$ cat src/rtl/intr_ctrl_v1_pkg.sv
// Shared types for intr_ctrl_v1: SFR field layouts and the request FSM state encoding.
package intr_ctrl_v1_pkg;

    localparam int unsigned SFR_W = 32;

    typedef struct packed {
        logic [SFR_W-3:0] rsvd;
        logic             act;
        logic             gie;
    } intr_ctrl_t;

    typedef logic [SFR_W-1:0] intr_en_t;
    typedef logic [SFR_W-1:0] intr_prio_t;
    typedef logic [SFR_W-1:0] intr_pend_t;

    typedef enum logic [1:0] {
        IDLE   = 2'd0,
        REQ    = 2'd1,
        ACTIVE = 2'd2
    } intr_state_t;

endpackage

$ cat src/rtl/intr_ctrl_v1_prio_arb.sv
// Combinational priority arbiter: highest priority candidate wins, ties go to the lowest index.
module intr_prio_arb
    import intr_ctrl_v1_pkg::*;
#(
    parameter int unsigned NUM_SRC = 8,
    parameter int unsigned PRIO_W  = 2,
    parameter int unsigned ID_W    = 3
) (
    input  logic [NUM_SRC-1:0]        cand_i,
    input  logic [NUM_SRC*PRIO_W-1:0] prio_i,
    output logic [ID_W-1:0]           win_id_o,
    output logic [PRIO_W-1:0]         win_prio_o,
    output logic                      win_valid_o
);

    logic [ID_W-1:0]   best_id_s;
    logic [PRIO_W-1:0] best_prio_s;
    logic              best_valid_s;

    // Ascending scan with a strict compare keeps the lowest index on equal priority.
    always_comb begin
        best_id_s    = '0;
        best_prio_s  = '0;
        best_valid_s = 1'b0;
        for (int i = 0; i < NUM_SRC; i++) begin
            if (cand_i[i] && (!best_valid_s || (prio_i[i*PRIO_W +: PRIO_W] > best_prio_s))) begin
                best_id_s    = ID_W'(i);
                best_prio_s  = prio_i[i*PRIO_W +: PRIO_W];
                best_valid_s = 1'b1;
            end else begin
                best_valid_s = best_valid_s;
            end
        end
    end

    assign win_id_o    = best_id_s;
    assign win_prio_o  = best_prio_s;
    assign win_valid_o = best_valid_s;

endmodule

$ cat src/rtl/intr_ctrl_v1.sv
// Interrupt controller top: event edge detect, pending flags, arbitration and req/ack/done FSM.
// Define INTR_PREEMPT_EN to allow one level of nesting by a strictly higher priority source.
module intr_ctrl_v1
    import intr_ctrl_v1_pkg::*;
#(
    parameter  int unsigned DATA_WIDTH = 32,
    parameter  int unsigned NUM_SRC    = 8,
    parameter  int unsigned PRIO_W     = 2,
    localparam int unsigned ID_W       = (NUM_SRC > 1) ? $clog2(NUM_SRC) : 1
) (
    input  logic                  sys_clk,
    input  logic                  sys_rst_n,
    input  logic [NUM_SRC-1:0]    src_event,
    input  logic [DATA_WIDTH-1:0] intr_ctrl,
    input  logic [DATA_WIDTH-1:0] intr_en,
    input  logic [DATA_WIDTH-1:0] intr_prio,
    input  logic [NUM_SRC-1:0]    intr_pend_clr,
    input  logic                  irq_ack,
    input  logic                  irq_done,
    output logic                  irq_req,
    output logic [ID_W-1:0]       irq_id,
    output logic [DATA_WIDTH-1:0] hw_up_intr_pend,
    output logic [DATA_WIDTH-1:0] hw_val_intr_pend,
    output logic [DATA_WIDTH-1:0] hw_up_intr_ctrl,
    output logic [DATA_WIDTH-1:0] hw_val_intr_ctrl
);

    logic [NUM_SRC-1:0]    src_dly_q, pend_q, pend_d;
    logic [NUM_SRC-1:0]    rise_s, ack_vec_s, clr_s, cand_s;
    logic [ID_W-1:0]       win_id_s;
    logic [PRIO_W-1:0]     win_prio_s;
    logic                  win_valid_s, req_valid_s, take_ack_s;
    logic                  preempt_s, nest_req_s, gie_s, unused_s;
    logic [DATA_WIDTH-1:0] hw_up_pend_q, hw_val_pend_q, hw_up_ctrl_q, hw_val_ctrl_q;
    intr_state_t           state_q, state_d;
    intr_ctrl_t            ctrl_up_s, ctrl_val_s;

    assign gie_s    = intr_ctrl[0];
    assign unused_s = ^{intr_ctrl[DATA_WIDTH-1:1], intr_en, intr_prio, win_prio_s};
    assign rise_s   = src_event & ~src_dly_q;
    assign cand_s   = pend_q & intr_en[NUM_SRC-1:0] & {NUM_SRC{gie_s}};
    assign clr_s    = intr_pend_clr | ack_vec_s;
    assign pend_d   = (pend_q & ~clr_s) | rise_s;

    intr_prio_arb #(
        .NUM_SRC (NUM_SRC),
        .PRIO_W  (PRIO_W),
        .ID_W    (ID_W)
    ) u_arb (
        .cand_i      (cand_s),
        .prio_i      (intr_prio[NUM_SRC*PRIO_W-1:0]),
        .win_id_o    (win_id_s),
        .win_prio_o  (win_prio_s),
        .win_valid_o (win_valid_s)
    );

`ifdef INTR_PREEMPT_EN
    logic [ID_W-1:0]   act_id_q, act_id_d, save_id_q, save_id_d;
    logic [PRIO_W-1:0] act_prio_q, act_prio_d, save_prio_q, save_prio_d;
    logic              save_vld_q, save_vld_d, nest_req_q, nest_req_d;

    assign nest_req_s  = nest_req_q;
    assign req_valid_s = win_valid_s && (!nest_req_q || (win_prio_s > act_prio_q));
    assign preempt_s   = !save_vld_q && win_valid_s && (win_prio_s > act_prio_q);
`else
    assign nest_req_s  = 1'b0;
    assign req_valid_s = win_valid_s;
    assign preempt_s   = 1'b0;
`endif

    // Request FSM next state; a withdrawn nested request falls back to the interrupted handler.
    always_comb begin
        state_d    = state_q;
        take_ack_s = 1'b0;
        case (state_q)
            IDLE: begin
                if (win_valid_s) begin
                    state_d = REQ;
                end else begin
                    state_d = IDLE;
                end
            end
            REQ: begin
                if (!req_valid_s) begin
                    state_d = nest_req_s ? ACTIVE : IDLE;
                end else if (irq_ack) begin
                    take_ack_s = 1'b1;
                    state_d    = ACTIVE;
                end else begin
                    state_d = REQ;
                end
            end
            ACTIVE: begin
                if (irq_done) begin
`ifdef INTR_PREEMPT_EN
                    state_d = save_vld_q ? ACTIVE : IDLE;
`else
                    state_d = IDLE;
`endif
                end else if (preempt_s) begin
                    state_d = REQ;
                end else begin
                    state_d = ACTIVE;
                end
            end
            default: begin
                state_d = IDLE;
            end
        endcase
    end

    // One-hot clear of the acknowledged source.
    always_comb begin
        ack_vec_s = '0;
        for (int i = 0; i < NUM_SRC; i++) begin
            ack_vec_s[i] = take_ack_s && (win_id_s == ID_W'(i));
        end
    end

    // Status mirror for the ctrl SFR: act is rewritten every cycle.
    always_comb begin
        ctrl_up_s      = '0;
        ctrl_up_s.act  = 1'b1;
        ctrl_val_s     = '0;
        ctrl_val_s.act = (state_d == ACTIVE);
    end

    // Core state and registered SFR update strobes.
    always_ff @(posedge sys_clk or negedge sys_rst_n) begin
        if (!sys_rst_n) begin
            state_q       <= IDLE;
            src_dly_q     <= '0;
            pend_q        <= '0;
            hw_up_pend_q  <= '0;
            hw_val_pend_q <= '0;
            hw_up_ctrl_q  <= '0;
            hw_val_ctrl_q <= '0;
        end else begin
            state_q       <= state_d;
            src_dly_q     <= src_event;
            pend_q        <= pend_d;
            hw_up_pend_q  <= DATA_WIDTH'(rise_s | clr_s);
            hw_val_pend_q <= DATA_WIDTH'(pend_d);
            hw_up_ctrl_q  <= DATA_WIDTH'(ctrl_up_s);
            hw_val_ctrl_q <= DATA_WIDTH'(ctrl_val_s);
        end
    end

`ifdef INTR_PREEMPT_EN
    // Active context: capture on ack, push the outer handler when nesting, pop on its done.
    always_comb begin
        act_id_d    = act_id_q;
        act_prio_d  = act_prio_q;
        save_id_d   = save_id_q;
        save_prio_d = save_prio_q;
        save_vld_d  = save_vld_q;
        nest_req_d  = (state_d == REQ) && ((state_q == ACTIVE) || ((state_q == REQ) && nest_req_q));
        if (take_ack_s) begin
            act_id_d   = win_id_s;
            act_prio_d = win_prio_s;
            if (nest_req_q) begin
                save_id_d   = act_id_q;
                save_prio_d = act_prio_q;
                save_vld_d  = 1'b1;
            end else begin
                save_vld_d  = save_vld_q;
            end
        end else if ((state_q == ACTIVE) && irq_done && save_vld_q) begin
            act_id_d   = save_id_q;
            act_prio_d = save_prio_q;
            save_vld_d = 1'b0;
        end else begin
            save_vld_d = save_vld_q;
        end
    end

    // Nesting context registers.
    always_ff @(posedge sys_clk or negedge sys_rst_n) begin
        if (!sys_rst_n) begin
            act_id_q    <= '0;
            act_prio_q  <= '0;
            save_id_q   <= '0;
            save_prio_q <= '0;
            save_vld_q  <= 1'b0;
            nest_req_q  <= 1'b0;
        end else begin
            act_id_q    <= act_id_d;
            act_prio_q  <= act_prio_d;
            save_id_q   <= save_id_d;
            save_prio_q <= save_prio_d;
            save_vld_q  <= save_vld_d;
            nest_req_q  <= nest_req_d;
        end
    end
`endif

    assign irq_req          = (state_q == REQ);
    assign irq_id           = (state_q == REQ) ? win_id_s : '0;
    assign hw_up_intr_pend  = hw_up_pend_q;
    assign hw_val_intr_pend = hw_val_pend_q;
    assign hw_up_intr_ctrl  = hw_up_ctrl_q;
    assign hw_val_intr_ctrl = hw_val_ctrl_q;

endmodule

$ cat config.mk
export PLATFORM = sky130hd
export DESIGN_NAME = intr_ctrl_v1
export DESIGN_NICKNAME = d
export VERILOG_FILES = /design/src/rtl/intr_ctrl_v1_pkg.sv /design/src/rtl/intr_ctrl_v1_prio_arb.sv /design/src/rtl/intr_ctrl_v1.sv
export SDC_FILE = /design/constraint.sdc
export NUM_CORES = 1
export LEC_CHECK = 0
export ABC_AREA = 1
export CAP_MARGIN = 20
export CORE_MARGIN = 1.5
export CORE_UTILIZATION = 32
export DETAILED_ROUTE_END_ITERATION = 7
export PLACE_DENSITY_LB_ADDON = 0.25
export SYNTH_ARGS = -nofsm -noshare
export SYNTH_HDL_FRONTEND = slang
export SYNTH_SLANG_ARGS = --single-unit
$ cat constraint.sdc
create_clock -name sys_clk -period 9 [get_ports sys_clk]
set_input_delay 0.9 -clock sys_clk [delete_from_list [all_inputs] [get_ports sys_clk]]
set_output_delay 0.9 -clock sys_clk [all_outputs]
set_load 0.03 [all_outputs]
==> results.cfg <==
[run_status]
outcome = completed

[detailed_routing]
antenna_left = 0
drt-pass1-iter-count = 4
drcViolationCount = 0
wl_mm = 6.18
num_vias = 2367
drt-initial-drc-count = 39
viasPerCell = 3.86
post_drt_wl_per_cell_um = 10.1

[timing]
fin_crit_ns = 8.62
clock_skew_ns = 0.00572
fmax_ghz = 0.116
hold_viol_final = 0
slew_viol_final = 0
fin_setup_tns_ns = 0
setup_slack_ns = 0.382
setup_viol = 0
period_share_pct = 95.8

[place]
dp_slack_ns = -0.888
finalWeightedCongestion = 0.732
numPortBuffers = 66
dpl.hpwl_mm = 4.72
dp.cells = 578

[global_routing]
use_met3_pct = 2.89
use_met2_pct = 23.3
grt.busiest_layer = met2
grt_pass1_vias = 2270
grt_use_total_pct = 12.8
met1_usage_pct = 15.4
grt_max_degree = 29
grt_overflow = 0
grt_pass1_wl_mm = 9.98
grt_antenna_before_repair = 0

[yosys]
synth_seq_cells = 28
synth_xor_area_share_pct = 0
synth_fa_ha_area_share_pct = 6.19
ys_seq_area_share_pct = 24.8
synth_top_area_share_pct = 29.2
synthCells = 365
synth_area_leaders = buf_4 29%, dfrtp_1 25%, nand2_1 7.6%
syn_area_um2 = 2830
yosys_warnings = 0
synth_compound_area_share_pct = 4.24
syn_avg_cell_area_um2 = 7.75
yosys.area.top_type = buf_4
ys_types = 29
synth.area.mux_share_pct = 0
synth_top_family_by_area = buffers and inverters
yosys.area_share.simple_pct = 28.1

[clock_tree]
cts-root-buf = clkbuf_8
ctsHtreeMaxLevel = 1
clockBufferDepth = 2
clkSinkCount = 28
cts_hold_buf = 0
path_clk_slew_ns = 0.09
insertion_delay_ns = 0.27
cts_tree = built
numCtsBuffers = 3

[setup_path]
critPathLaunchType = input pin
critPathMostFrequentCell = buf_4
r2r_start = hw_val_intr_pend[0]
cp_data_arrival_time_ns = 7.72
crit_fanout = 4
crit_path_end = irq_id[2]
r2r_cells = 65
critical_path.slowest_cell = ha_4
r2r_slack_ns = 1.62
crit_required_ns = 8.10
critPathLaunch = intr_prio[1]
critPathKind = in2out
cp-end-kind = output port
cp_slowest_stage_delay_ns = 0.28
r2r-end = hw_val_intr_pend[0]

[floorplan]
die_width_um = 97.0
die_y_um = 97.0
start_util_pct = 32.8
dieArea_um2 = 9420
core-area_um2 = 8640
rows = 34
io_pins = 248

[min_path]
hp-class = reg2reg
whs_path_depth = 1

[cells_and_area]
fillers = 868
final_common_cell = conb_1
area_delta_synth_final_pct = 42.0
num_antenna_cells = 0
drive_above_1_share_pct = 32.7
final_nets = 636
final_cell_mix = 111 x conb_1, 72 x buf_4, 57 x clkdlybuf4s50_1, 49 x nand2_1, 43 x inv_1
stdcell_count = 613

[flow_run]
maxCapViolCount = 0

[power_and_ir_drop]
peakVddDrop_uv = 130
p_leak_nw = 2.24
power_per_cell_area_nw_per_um2 = 125
==> registers in the layout (all words and copies together), names as in the netlist <==
name              cells
src_dly_q             8
hw_up_intr_ctrl       1
hw_val_intr_pend      8
hw_val_intr_ctrl      1
hw_up_intr_pend       8
state_q               2
==> area by class of cell <==
| cell class | count | area (um^2) | share of cell area [%] |
|---|---|---|---|
| Multi-Input combinational cell | 283 | 1720 | 42.9 |
| Timing Repair Buffer | 138 | 1190 | 29.7 |
| Sequential cell | 28 | 701 | 17.4 |
| Inverter | 52 | 195 | 4.86 |
| Tap cell | 108 | 135 | 3.36 |
| Clock buffer | 3 | 41.3 | 1.03 |
| Clock inverter | 1 | 30.0 | 0.747 |
==> worst min path at each step <==
stage	from	end	slack [ns]
after floorplan	src_dly_q[7]	hw_up_intr_pend[7]	0.42
after global placement	src_dly_q[7]	hw_up_intr_pend[7]	0.44
after detailed placement	src_dly_q[7]	hw_up_intr_pend[7]	0.43
after CTS	src_dly_q[7]	hw_up_intr_pend[7]	0.45
after global routing	src_dly_q[7]	hw_up_intr_pend[7]	0.48
final	src_dly_q[7]	hw_up_intr_pend[7]	0.45
==> logic make-up (layout without fill, tap and decap cells) <==
kind of cell,count (synthesis),after routing
AOI/OAI and AO/OA,18,18
DFF,28,28
adders and majority gates,14,14
buffers and inverters,163,194
and+or+nand+nor,140,140
other,2,111
==> stage by stage <==
step	utilization (%)	instance area [um^2]	hold WS [ns]	total power [W]
CTS	45.4	3920	0.451	0.000498
global route	46.6	4020	0.475	0.000536
global placement	40.5	3500	0.436	0.000377
finish	46.6	4020	0.448	0.000504
detailed placement	40.5	3500	0.433	0.000380
floorplan	-	3240	0.419	0.000339
==> cell usage after synthesis <==
library cell	number
or2_2	1
and2_1	6
a21oi_2	1
o21ai_0	6
nor2_4	3
o21bai_1	3
buf_6	1
inv_1	49
a21oi_1	3
a31oi_1	1
nand3_1	30
nor2_1	8
nand3_2	7
nand2_4	4
nor2_2	4
dfrtp_1	28
nand2_1	57
buf_4	110
o22ai_1	1
nand4_1	2
nand3b_1	1
conb_1	2
or2_1	1
o31ai_1	2
nand3_4	5
a21oi_4	1
inv_2	3
nand2_2	11
ha_1	14
==> what timing repair did <==
item | in CTS | in global routing
buffers inserted | 31 | 1
endpoints found under the setup margin | 3 | 3
gates resized for setup | 37 | 35
pin swaps | 39 | 42
gates cloned | 0 | 0
==> per-layer routing <==
layer  wire, um  part of all wire, %
met5          0                    0
met4         59                 0.95
met3        453                  7.3
met2       3080                   50
met1       2590                   42
==> where the power goes <==
| group | switching [W] | internal (W) | leakage, nW | total, W |
|---|---|---|---|---|
| sequential | 0.00000690 | 0.000137 | 0.329 | 0.000144 |
| combinational | 0.000166 | 0.0000970 | 1.87 | 0.000263 |
| clock | 0.0000381 | 0.0000595 | 0.0357 | 0.0000976 |
==> critical path: cells and delay by family <==
kind / cells / cell delay, ns
AND/OR/NAND/NOR: 32 / 2.76
buffers and inverters: 20 / 1.99
adder cells (fa/ha/maj): 6 / 1.53
AO/OA/AOI/OAI: 6 / 0.58
Power figures use the tool's default switching activity.
